[src/rtl/result_rd_ctrl.sv]
// Result-buffer read controller: streams WORDS_PER_PKT RAM words per packet to a
// valid/ready sink, then releases one upstream buffer slot with a one-cycle pulse.
module result_rd_ctrl #(
  parameter int WORDS_PER_PKT = 5,
  parameter int ADDR_W        = 5,
  parameter int RD_LAT        = 1
) (
  input  logic              clk,
  input  logic              rst,
  input  logic              en,
  input  logic              pkt_ready,
  input  logic [511:0]      rd_data,
  output logic [ADDR_W-1:0] rd_addr,
  output logic              rd_row_data_done,
  output logic              out_valid,
  output logic [511:0]      out_data,
  output logic              out_last,
  input  logic              out_ready,
  output logic [15:0]       pkt_cnt,
  output logic              busy,
  output logic [1:0]        state_dbg
);
  // Handshake: a word transfers on a rising edge where out_valid && out_ready are
  // both high; until then out_valid, out_data and out_last are held unchanged.

  localparam int CNT_W = (WORDS_PER_PKT > 1) ? $clog2(WORDS_PER_PKT) : 1;
  localparam int LAT_W = (RD_LAT > 1) ? $clog2(RD_LAT) : 1;
  localparam logic [CNT_W-1:0] LAST_WORD = CNT_W'(WORDS_PER_PKT - 1);
  localparam logic [LAT_W-1:0] LAT_LAST  = LAT_W'(RD_LAT - 1);

  typedef enum logic [1:0] {
    IDLE = 2'd0,
    RD   = 2'd1,
    SEND = 2'd2,
    DONE = 2'd3
  } state_t;

  state_t           state;
  state_t           state_nxt;
  logic [CNT_W-1:0] word_cnt;
  logic [LAT_W-1:0] lat_cnt;
  logic             start;
  logic             lat_done;
  logic             hs;

  always_ff @(posedge clk) begin
    if (rst) begin
      state <= IDLE;
    end else begin
      state <= state_nxt;
    end
  end

  // pkt_ready is only looked at in IDLE, which always follows DONE by one cycle,
  // so the slot released by the done pulse is already reflected upstream.
  always_comb begin
    state_nxt        = state;
    start            = 1'b0;
    lat_done         = 1'b0;
    hs               = 1'b0;
    rd_row_data_done = 1'b0;
    case (state)
      IDLE: begin
        if (pkt_ready && en) begin
          start     = 1'b1;
          state_nxt = RD;
        end
      end
      RD: begin
        if (lat_cnt == LAT_LAST) begin
          lat_done  = 1'b1;
          state_nxt = SEND;
        end
      end
      SEND: begin
        if (out_ready) begin
          hs        = 1'b1;
          state_nxt = out_last ? DONE : RD;
        end
      end
      DONE: begin
        rd_row_data_done = 1'b1;
        state_nxt        = IDLE;
      end
      default: state_nxt = IDLE;
    endcase
  end

  // rd_addr is never cleared between packets: it tracks the upstream write pointer.
  always_ff @(posedge clk) begin
    if (rst) begin
      rd_addr   <= '0;
      word_cnt  <= '0;
      lat_cnt   <= '0;
      out_valid <= 1'b0;
      out_last  <= 1'b0;
      out_data  <= '0;
      pkt_cnt   <= '0;
    end else begin
      if (start) begin
        word_cnt <= '0;
        lat_cnt  <= '0;
      end
      if (state == RD) begin
        lat_cnt <= lat_done ? '0 : lat_cnt + 1'b1;
      end
      if (lat_done) begin
        out_data  <= rd_data;
        out_valid <= 1'b1;
        out_last  <= (word_cnt == LAST_WORD);
      end
      if (hs) begin
        out_valid <= 1'b0;
        out_last  <= 1'b0;
        rd_addr   <= rd_addr + 1'b1;
        word_cnt  <= (word_cnt == LAST_WORD) ? '0 : word_cnt + 1'b1;
      end
      if (rd_row_data_done) begin
        pkt_cnt <= pkt_cnt + 16'd1;
      end
    end
  end

  assign busy      = (state != IDLE);
  assign state_dbg = state;

endmodule

[config.mk]
export PLATFORM = sky130hd
export DESIGN_NAME = result_rd_ctrl
export DESIGN_NICKNAME = d
export VERILOG_FILES = /design/src/rtl/result_rd_ctrl.sv
export SDC_FILE = /design/constraint.sdc
export NUM_CORES = 1
export LEC_CHECK = 0
export CAP_MARGIN = 20
export CORE_AREA = 2 2 412 414
export CTS_CLUSTER_SIZE = 30
export DETAILED_ROUTE_END_ITERATION = 8
export DIE_AREA = 0 0 414 416
export PLACE_DENSITY = 0.37
export REMOVE_ABC_BUFFERS = 1
export SYNTH_ARGS = -nofsm -noshare
export SYNTH_HDL_FRONTEND = slang
export SYNTH_SLANG_ARGS = --single-unit
[constraint.sdc]
create_clock -name clk -period 2.4 [get_ports clk]
set_clock_uncertainty 0.15 [all_clocks]
set_input_delay 0.48 -clock clk [delete_from_list [all_inputs] [get_ports clk]]
set_output_delay 0.48 -clock clk [all_outputs]
set_load 0.005 [all_outputs]
==> impl_results.html, run 1 <==
<table>
<tr><th>Metric</th><th>Value</th></tr>
<tr><th colspan="2">Run status</th></tr>
<tr><td>Result of the run</td><td>complete, no violations</td></tr>
<tr><th colspan="2">Logic synthesis</th></tr>
<tr><td>Top cells by instance count after synthesis</td><td>sky130_fd_sc_hd__nand2_1, sky130_fd_sc_hd__dfxtp_1, sky130_fd_sc_hd__a21oi_1</td></tr>
<tr><td>Sequential share of the synthesized area</td><td>58.2%</td></tr>
<tr><td>Number of enable-type register cells in the synthesized netlist</td><td>0</td></tr>
<tr><td>Per-instance average area after synthesis</td><td>7.85 sq um</td></tr>
<tr><td>Most frequent cell after synthesis</td><td>sky130_fd_sc_hd__nand2_1</td></tr>
<tr><td>Post-synthesis instance total</td><td>2370</td></tr>
<tr><td>Post-synth cell types</td><td>35</td></tr>
<tr><td>Seq cells post-synth</td><td>541</td></tr>
<tr><td>Cell types occupying the most area after synthesis</td><td>sky130_fd_sc_hd__dfxtp_1, sky130_fd_sc_hd__nand2_1, sky130_fd_sc_hd__a21oi_1, sky130_fd_sc_hd__clkbuf_1, sky130_fd_sc_hd__nor2_1</td></tr>
<tr><td>Most frequently used flop master after synthesis</td><td>sky130_fd_sc_hd__dfxtp_1</td></tr>
<tr><td>Fraction of registers with async set or reset after synthesis</td><td>0%</td></tr>
<tr><td>Cell taking the most area after synthesis</td><td>sky130_fd_sc_hd__dfxtp_1</td></tr>
<tr><td>Area share of the largest cell type after synthesis</td><td>58.2%</td></tr>
<tr><td>Count of warnings emitted by yosys</td><td>0</td></tr>
<tr><td>Cell area after technology mapping</td><td>0.0186 sq mm</td></tr>
<tr><th colspan="2">Routing</th></tr>
<tr><td>Total number of vias</td><td>20000</td></tr>
<tr><td>Detailed-route DRC error count</td><td>0</td></tr>
<tr><td>Number of antenna-violating nets in the routed design</td><td>0</td></tr>
<tr><td>Detailed-route wire length per cell</td><td>20.1 um</td></tr>
<tr><td>Vias per Instance</td><td>3.51</td></tr>
<tr><td>Sum of routed wire length over all layers</td><td>115000 um</td></tr>
<tr><td>Initial DRC Count</td><td>1210</td></tr>
<tr><td>Length of the first detailed-routing pass in iterations</td><td>5</td></tr>
<tr><th colspan="2">Layout</th></tr>
<tr><td>Post-Layout Cell Count</td><td>5691</td></tr>
<tr><td>Fraction of final layout cells with drive strength greater than 1</td><td>6.17%</td></tr>
<tr><td>Area added between synthesis and finish</td><td>87.0%</td></tr>
<tr><td>Layout Utilization</td><td>20.7%</td></tr>
<tr><td>Number of nets in the layout</td><td>3931</td></tr>
<tr><th colspan="2">Power and ir drop</th></tr>
<tr><td>Fraction of power consumed by combinational cells</td><td>12.3%</td></tr>
<tr><td>Leakage</td><td>0.0117 uW</td></tr>
<tr><td>Final Total Pwr</td><td>24100 uW</td></tr>
<tr><td>Net switching fraction of the power</td><td>25.4%</td></tr>
<tr><td>Cell Int Power</td><td>18000 uW</td></tr>
<tr><td>IR Drop Worst-Case VDD</td><td>429 uV</td></tr>
<tr><td>Relative contribution of the clock network to total power</td><td>48.1%</td></tr>
<tr><td>Share of power burned in registers</td><td>39.6%</td></tr>
<tr><td>Power per unit of standard cell area</td><td>692 mW/mm^2</td></tr>
<tr><td>Net load switching power</td><td>6120 uW</td></tr>
<tr><th colspan="2">Global routing</th></tr>
<tr><td>Largest net degree at the start of global routing</td><td>78</td></tr>
<tr><td>Global-route wire length before repair</td><td>157000 um</td></tr>
<tr><td>Via count of the first global-routing pass</td><td>19700</td></tr>
<tr><td>Antenna violations before repair</td><td>31</td></tr>
<tr><td>Aggregate global-route resource usage</td><td>12.7%</td></tr>
<tr><td>Remaining Overflow, GRT</td><td>0</td></tr>
<tr><th colspan="2">Critical path</th></tr>
<tr><td>Kind of cell with the highest combined delay on the critical path</td><td>buffers and inverters</td></tr>
<tr><td>Kind of capture point of the worst setup path</td><td>primary output</td></tr>
<tr><td>Critical Path RT</td><td>1.77 ns</td></tr>
<tr><td>Stage delay of the slowest cell on the critical path</td><td>0.58 ns</td></tr>
<tr><td>Critical Path Start</td><td>out_data[304]$_SDFFE_PP0P_</td></tr>
<tr><td>Critical-path cell list</td><td>clkdlybuf4s50_1</td></tr>
<tr><td>Data arrival time of the worst path</td><td>1.69 ns</td></tr>
<tr><td>Cell with the largest stage delay on the worst path</td><td>sky130_fd_sc_hd__clkdlybuf4s50_1</td></tr>
<tr><td>Crit path buffers/inverters</td><td>1</td></tr>
<tr><td>Cell count along the critical path</td><td>1</td></tr>
<tr><td>Start of the worst register-to-register path</td><td>state_dbg[0]$_SDFFE_PP0P_</td></tr>
<tr><td>Largest driver fanout on the critical path</td><td>2</td></tr>
<tr><td>Worst Path Class, Setup</td><td>flop to primary output</td></tr>
<tr><td>Startpoint types</td><td>flop</td></tr>
<tr><td>Cells on worst reg2reg path</td><td>5</td></tr>
<tr><th colspan="2">Clock tree</th></tr>
<tr><td>H-tree levels</td><td>3</td></tr>
<tr><td>Number of buffers between clock root and the deepest sink</td><td>3</td></tr>
<tr><td>Clock sink count</td><td>541</td></tr>
<tr><td>CTS tree</td><td>done</td></tr>
<tr><td>Post-CTS Repair Setup Buffers</td><td>0</td></tr>
<tr><td>Clk pin slew, worst setup/hold paths</td><td>0.06 ns</td></tr>
<tr><td>CTS buffer count</td><td>76</td></tr>
<tr><td>Cell at the root of the clock tree</td><td>sky130_fd_sc_hd__clkbuf_16</td></tr>
<tr><td>Skew-Pair Late Insertion Delay</td><td>0.64 ns</td></tr>
<tr><th colspan="2">Timing</th></tr>
<tr><td>Fmax</td><td>0.432 GHz</td></tr>
<tr><td>Final slew viol count</td><td>0</td></tr>
<tr><td>Slew of the pin with the lowest slew margin</td><td>0.489 ns</td></tr>
<tr><td>Unrepaired setup endpoints after global routing</td><td>no</td></tr>
<tr><td>Worst hold margin</td><td>0.208 ns</td></tr>
<tr><td>Total negative slack</td><td>0 ns</td></tr>
<tr><td># setup viols final</td><td>0</td></tr>
<tr><td>Hold Violations, Final</td><td>0</td></tr>
<tr><td>Time the final worst path needs with I/O delays and setup</td><td>2.32 ns</td></tr>
<tr><td>Fraction of the cycle the final worst path needs</td><td>96.5%</td></tr>
<tr><td>Worst slew margin relative to its limit</td><td>67.4%</td></tr>
<tr><th colspan="2">Die</th></tr>
<tr><td>Core Region</td><td>0.168 sq mm</td></tr>
<tr><td>Die X</td><td>414 um</td></tr>
<tr><td>Die footprint</td><td>0.172 sq mm</td></tr>
<tr><td>Count of standard-cell rows</td><td>151</td></tr>
<tr><td>I/O pin total</td><td>1056</td></tr>
<tr><td>Starting density of the core</td><td>11.1%</td></tr>
<tr><td>Vertical die dimension</td><td>416 um</td></tr>
<tr><th colspan="2">Min path</th></tr>
<tr><td>Worst min-delay path class</td><td>input pin to flop</td></tr>
<tr><td>Startpoint of the lowest-slack hold path</td><td>rd_data[149]</td></tr>
<tr><td>Worst hold path cell count</td><td>3</td></tr>
<tr><th colspan="2">Place</th></tr>
<tr><td>DPL Wire Length</td><td>89900 um</td></tr>
<tr><td>Total of buffers placed on input and output ports</td><td>1055</td></tr>
<tr><td>GPL Wtd Cong</td><td>0.839</td></tr>
<tr><td>Dpl cells</td><td>5549</td></tr>
<tr><th colspan="2">Flow run</th></tr>
<tr><td>Number of max-cap violations</td><td>0</td></tr>
</table>
-- flip-flops by register name (all words and copies together), names as in the netlist --
signal     count
pkt_cnt       16
out_last       1
state_dbg      2
lat_cnt        1
out_valid      1
out_data     512
rd_addr        5
word_cnt       3
-- final timing paths --
path         slack (ns)                         end
max                0.08               out_data[304]
min                0.21  out_data[149]$_SDFFE_PP0P_
max reg2reg        0.42    pkt_cnt[15]$_SDFFE_PP0P_
min reg2reg        0.30  out_data[280]$_SDFFE_PP0P_
-- cell families (layout without fill, tap and decap cells) --
| kind of cell | Yosys count | after routing | share of synthesized area (%) |
|---|---|---|---|
| DFF | 541 | 541 | 58.2 |
| AOI/OAI and AO/OA | 530 | 530 | 14.3 |
| adders and majority gates | 4 | 4 | 0.269 |
| buffers and inverters | 182 | 1282 | 3.69 |
| xor gates and xnor gates | 15 | 15 | 0.706 |
| muxes | 2 | 2 | 0.108 |
| other | 0 | 3 | 0 |
| and+or+nand+nor | 1096 | 1096 | 22.7 |
-- routing by layer --
layer	track usage, %	vias up	wire length, um
li1	-	9716	-
met3	4.40	162	8910
met1	14.7	9425	46200
met5	0	-	92
met4	3.08	16	2350
met2	22.3	666	57000
-- cell usage in the layout (no fill, tap or decap), types with 2 or more instances in the layout --
| cell | Yosys | routed |
|---|---|---|
| sky130_fd_sc_hd__dfxtp_1 | 541 | 537 |
| sky130_fd_sc_hd__or3_2 | 2 | 2 |
| sky130_fd_sc_hd__xor2_1 | 8 | 8 |
| sky130_fd_sc_hd__or2_2 | 2 | 2 |
| sky130_fd_sc_hd__inv_1 | 4 | 4 |
| sky130_fd_sc_hd__clkbuf_1 | 175 | 24 |
| sky130_fd_sc_hd__dfxtp_2 | 0 | 3 |
| sky130_fd_sc_hd__clkinvlp_4 | 0 | 3 |
| sky130_fd_sc_hd__ha_1 | 4 | 4 |
| sky130_fd_sc_hd__nand2_1 | 1036 | 1035 |
| sky130_fd_sc_hd__buf_12 | 0 | 27 |
| sky130_fd_sc_hd__clkinv_8 | 0 | 2 |
| sky130_fd_sc_hd__nor4_1 | 2 | 2 |
| sky130_fd_sc_hd__mux2i_1 | 2 | 2 |
| sky130_fd_sc_hd__nand3_1 | 4 | 4 |
| sky130_fd_sc_hd__nand3b_1 | 3 | 3 |
| sky130_fd_sc_hd__a22oi_1 | 2 | 2 |
| sky130_fd_sc_hd__nand4_1 | 5 | 5 |
| sky130_fd_sc_hd__a21oi_1 | 522 | 522 |
| sky130_fd_sc_hd__xnor2_1 | 7 | 7 |
| sky130_fd_sc_hd__buf_4 | 0 | 57 |
| sky130_fd_sc_hd__clkdlybuf4s50_1 | 0 | 1037 |
| sky130_fd_sc_hd__nor2_1 | 25 | 25 |
| sky130_fd_sc_hd__clkinv_4 | 0 | 3 |
| sky130_fd_sc_hd__clkinv_2 | 0 | 6 |
| sky130_fd_sc_hd__nor3_1 | 5 | 5 |
| sky130_fd_sc_hd__o21ai_0 | 3 | 3 |
| sky130_fd_sc_hd__clkbuf_16 | 0 | 79 |
| sky130_fd_sc_hd__diode_2 | 0 | 3 |
| sky130_fd_sc_hd__bufinv_16 | 0 | 4 |
| sky130_fd_sc_hd__clkbuf_8 | 0 | 15 |
| sky130_fd_sc_hd__dlygate4sd2_1 | 0 | 16 |
-- repair_timing --
item	CTS	global route
endpoints found under the setup margin	20	0
hold buffers	1	0
hold endpoints to repair	7	0
resized for setup	26	0
-- power groups by stage --
stage          clock network, uW  registers (uW)  logic (uW)
5_1_grt                    12400            9570        3180
4_1_cts                    12100            9540        3020
6_report                   11600            9530        2950
2_1_floorplan                  0            9730        1020
3_5_place_dp                   0            9720        3000
3_3_place_gp                   0            9720        3020
-- per-stage QoR --
step                      area (sq um)  setup WS (ns)
after global placement           32300          0.203
final                            34800         0.0830
after detailed placement         32300          0.239
after CTS                        34800       0.000141
after floorplan                  17900         -27.03
after global routing             34800        0.00960
-- cell type report --
type | count | area (sq um)
clock inverters | 20 | 263
fillers | 18900 | 133000
clock buffers | 118 | 2270
well taps | 2218 | 2780
multi-input cells | 1647 | 7100
inverters | 4 | 15.0
flip-flops and latches | 541 | 10800
diodes | 3 | 7.51
repair buffers | 1140 | 11500
No activity file was read; power rests on OpenSTA's default activity.
==> run 2, diff against run 1 <==
--- a/config.mk
+++ b/config.mk
@@ -12,6 +12,7 @@
 export DIE_AREA = 0 0 414 416
 export PLACE_DENSITY = 0.37
 export REMOVE_ABC_BUFFERS = 1
+export SLEW_MARGIN = 0
 export SYNTH_ARGS = -nofsm -noshare
 export SYNTH_HDL_FRONTEND = slang
 export SYNTH_SLANG_ARGS = --single-unit
==> results of run 2 <==
No change in the layout: final DEF, timing and power equal those of run 1.
==> run 3, diff against run 2 <==
--- a/config.mk
+++ b/config.mk
@@ -6,13 +6,17 @@
 export NUM_CORES = 1
 export LEC_CHECK = 0
 export CAP_MARGIN = 20
-export CORE_AREA = 2 2 412 414
+export CELL_PAD_IN_SITES_DETAIL_PLACEMENT = 1
+export CELL_PAD_IN_SITES_GLOBAL_PLACEMENT = 1
+export CORE_AREA = 2 2 408 410
+export CTS_CLUSTER_DIAMETER = 50
 export CTS_CLUSTER_SIZE = 30
 export DETAILED_ROUTE_END_ITERATION = 8
-export DIE_AREA = 0 0 414 416
-export PLACE_DENSITY = 0.37
+export DIE_AREA = 0 0 410 412
+export PLACE_DENSITY = 0.47
 export REMOVE_ABC_BUFFERS = 1
 export SLEW_MARGIN = 0
 export SYNTH_ARGS = -nofsm -noshare
 export SYNTH_HDL_FRONTEND = slang
 export SYNTH_SLANG_ARGS = --single-unit
+export TNS_END_PERCENT = 20
==> run 3 against run 2 <==
Compared with the run above:
- worst setup slack improved by 0.023 ns
- count of clock-buffer cells in the layout increased by 3
- final cell count increased by 0.12%
- fmax increased by 1.0%
- sequential power about the same
- utilization increased by 0.95 points
- register-to-register slack improved by 0.02 ns
- power increased by 12%
- clock power increased by 25%
- combinational power decreased by 2%
==> impl_results.html, run 3 (synthesis results as in run 1) <==
<table>
<tr><th>Metric</th><th>Value</th></tr>
<tr><th colspan="2">Routing</th></tr>
<tr><td>Initial DRC Count</td><td>729</td></tr>
<tr><td>Number of antenna-violating nets in the routed design</td><td>0</td></tr>
<tr><td>Detailed-route wire length per cell</td><td>19.6 um</td></tr>
<tr><td>Total number of vias</td><td>20300</td></tr>
<tr><td>Length of the first detailed-routing pass in iterations</td><td>4</td></tr>
<tr><td>Vias per Instance</td><td>3.55</td></tr>
<tr><td>Detailed-route DRC error count</td><td>0</td></tr>
<tr><td>Sum of routed wire length over all layers</td><td>112000 um</td></tr>
<tr><th colspan="2">Die</th></tr>
<tr><td>Die footprint</td><td>0.169 sq mm</td></tr>
<tr><td>I/O pin total</td><td>1056</td></tr>
<tr><td>Core Region</td><td>0.164 sq mm</td></tr>
<tr><td>Count of standard-cell rows</td><td>149</td></tr>
<tr><td>Die X</td><td>410 um</td></tr>
<tr><td>Starting density of the core</td><td>11.3%</td></tr>
<tr><td>Vertical die dimension</td><td>412 um</td></tr>
<tr><th colspan="2">Critical path</th></tr>
<tr><td>Critical Path Start</td><td>out_data[406]$_SDFFE_PP0P_</td></tr>
<tr><td>Setup slack, reg-to-reg</td><td>0.44 ns</td></tr>
<tr><td>Kind of capture point of the worst setup path</td><td>primary output</td></tr>
<tr><td>Largest driver fanout on the critical path</td><td>2</td></tr>
<tr><td>Startpoint types</td><td>flop</td></tr>
<tr><td>Start of the worst register-to-register path</td><td>pkt_cnt[3]$_SDFFE_PP0P_</td></tr>
<tr><td>Worst Path Class, Setup</td><td>flop to primary output</td></tr>
<tr><td>Stage delay of the slowest cell on the critical path</td><td>0.54 ns</td></tr>
<tr><td>Data arrival time of the worst path</td><td>1.66 ns</td></tr>
<tr><td>Critical Path RT</td><td>1.77 ns</td></tr>
<tr><td>Crit path buffers/inverters</td><td>1</td></tr>
<tr><td>Cell with the largest stage delay on the worst path</td><td>sky130_fd_sc_hd__clkdlybuf4s50_1</td></tr>
<tr><td>Kind of cell with the highest combined delay on the critical path</td><td>buffers and inverters</td></tr>
<tr><td>Critical-path cell list</td><td>clkdlybuf4s50_1</td></tr>
<tr><th colspan="2">Clock tree</th></tr>
<tr><td>H-tree levels</td><td>3</td></tr>
<tr><td>Number of buffers between clock root and the deepest sink</td><td>3</td></tr>
<tr><td>Skew-Pair Late Insertion Delay</td><td>0.69 ns</td></tr>
<tr><td>CTS tree</td><td>done</td></tr>
<tr><td>Clk pin slew, worst setup/hold paths</td><td>0.06 ns</td></tr>
<tr><td>Cell at the root of the clock tree</td><td>sky130_fd_sc_hd__clkbuf_16</td></tr>
<tr><td>Clock sink count</td><td>541</td></tr>
<tr><td>CTS buffer count</td><td>98</td></tr>
<tr><td>Post-CTS Repair Setup Buffers</td><td>0</td></tr>
<tr><th colspan="2">Timing</th></tr>
<tr><td>Unrepaired setup endpoints after global routing</td><td>no</td></tr>
<tr><td>Worst slew margin relative to its limit</td><td>66.8%</td></tr>
<tr><td>Time the final worst path needs with I/O delays and setup</td><td>2.29 ns</td></tr>
<tr><td>Total negative slack</td><td>0 ns</td></tr>
<tr><td>Slew of the pin with the lowest slew margin</td><td>0.496 ns</td></tr>
<tr><td># setup viols final</td><td>0</td></tr>
<tr><td>Worst hold margin</td><td>0.158 ns</td></tr>
<tr><td>Final slew viol count</td><td>0</td></tr>
<tr><td>Hold Violations, Final</td><td>0</td></tr>
<tr><td>Fmax</td><td>0.436 GHz</td></tr>
<tr><td>Fraction of the cycle the final worst path needs</td><td>95.6%</td></tr>
<tr><td>Min setup slack post-route</td><td>0.106 ns</td></tr>
<tr><th colspan="2">Global routing</th></tr>
<tr><td>Antenna violations before repair</td><td>35</td></tr>
<tr><td>Largest net degree at the start of global routing</td><td>83</td></tr>
<tr><td>Remaining Overflow, GRT</td><td>0</td></tr>
<tr><td>Aggregate global-route resource usage</td><td>12.6%</td></tr>
<tr><td>Via count of the first global-routing pass</td><td>20800</td></tr>
<tr><td>Global-route wire length before repair</td><td>155000 um</td></tr>
<tr><th colspan="2">Flow run</th></tr>
<tr><td>Number of max-cap violations</td><td>0</td></tr>
<tr><th colspan="2">Power and ir drop</th></tr>
<tr><td>Leakage</td><td>0.0122 uW</td></tr>
<tr><td>IR Drop Worst-Case VDD</td><td>446 uV</td></tr>
<tr><td>Power per unit of standard cell area</td><td>756 mW/mm^2</td></tr>
<tr><td>Final Total Pwr</td><td>26900 uW</td></tr>
<tr><th colspan="2">Layout</th></tr>
<tr><td>Number of nets in the layout</td><td>3931</td></tr>
<tr><td>Area added between synthesis and finish</td><td>91.0%</td></tr>
<tr><td>Fraction of final layout cells with drive strength greater than 1</td><td>7.16%</td></tr>
<tr><td>Biggest register</td><td>out_data</td></tr>
<tr><td>Flip-flop count of the largest register, all copies and words added</td><td>512</td></tr>
<tr><td>Filler Cells Inserted</td><td>19300</td></tr>
<tr><td>Most frequent cells in the layout</td><td>sky130_fd_sc_hd__nand2_1, sky130_fd_sc_hd__clkdlybuf4s50_1, sky130_fd_sc_hd__dfxtp_1, sky130_fd_sc_hd__a21oi_1, sky130_fd_sc_hd__clkbuf_16</td></tr>
<tr><td>Leading registers by flop count</td><td>out_data: 512 flops, pkt_cnt: 16 flops, rd_addr: 5 flops</td></tr>
<tr><td>Most common cell after layout, fill and taps aside</td><td>sky130_fd_sc_hd__nand2_1</td></tr>
<tr><th colspan="2">Place</th></tr>
<tr><td>DPL Wire Length</td><td>86400 um</td></tr>
<tr><td>Total of buffers placed on input and output ports</td><td>1055</td></tr>
<tr><td>Post-Place Worst Slack</td><td>0.263 ns</td></tr>
<tr><td>GPL Wtd Cong</td><td>0.833</td></tr>
<tr><th colspan="2">Min path</th></tr>
<tr><td>Worst min-delay path class</td><td>input pin to flop</td></tr>
<tr><td>Startpoint of the lowest-slack hold path</td><td>rd_data[406]</td></tr>
<tr><th colspan="2">Run status</th></tr>
<tr><td>Result of the run</td><td>complete, no violations</td></tr>
</table>
-- run 3: cell types whose count changed in the layout (fill, tap and decap cells not counted), sizes merged --
cell           previous run  this run
dlygate4sd2              16        27
buf                      86        63
clkinv                   11        32
clkdlybuf4s50          1037      1020
dlymetal6s2s              0         6
inv                       6        13
diode                     3        19
clkbuf                  118       121
clkdlybuf4s15             0         1
clkinvlp                  3         8
bufinv                    4        10
-- run 3: where the power goes --
group,internal (uW),switching (uW),total (uW)
clock network,9080,5380,14500
logic,1630,1250,2890
registers,9350,192,9540
total,20100,6820,26900
-- run 3: repair_timing --
action	CTS	global route
setup endpoints to repair	34	6
hold buffers	1	0
resized for setup	37	6
hold endpoints to repair	2	0
-- run 3: final timing paths --
| check | cells past startpoint | endpoint |
|---|---|---|
| min | 3 | out_data[406]$_SDFFE_PP0P_ |
| min reg2reg | 2 | out_data[104]$_SDFFE_PP0P_ |
| max | 1 | out_data[406] |
| max reg2reg | 4 | pkt_cnt[15]$_SDFFE_PP0P_ |
-- run 3: layer usage --
layer | track usage (%) | share of wire, % | wire length, um
met4 | 4.55 | 2.4 | 2730
met3 | 5.37 | 8.8 | 9830
met2 | 21.9 | 51 | 56500
met5 | 0 | 0.043 | 48
met1 | 13.6 | 38 | 42600
-- run 3: layout make-up --
type | count | area, sq um | area share, %
repair buffers | 1118 | 11400 | 32.0
flip-flops and latches | 541 | 10800 | 30.5
multi-input cells | 1647 | 7100 | 20.0
well taps | 2189 | 2740 | 7.71
clock buffers | 121 | 2680 | 7.54
clock inverters | 59 | 744 | 2.09
diodes | 19 | 47.5 | 0.134
inverters | 4 | 15.0 | 0.0422
-- run 3: per-stage QoR --
stage	util [%]	area [sq um]	instances
after floorplan	-	17900	2192
after global placement	19.5	32100	5498
after detailed placement	19.5	32100	5498
after CTS	21.6	35500	5679
after global routing	21.6	35500	5694
final	21.6	35500	5698
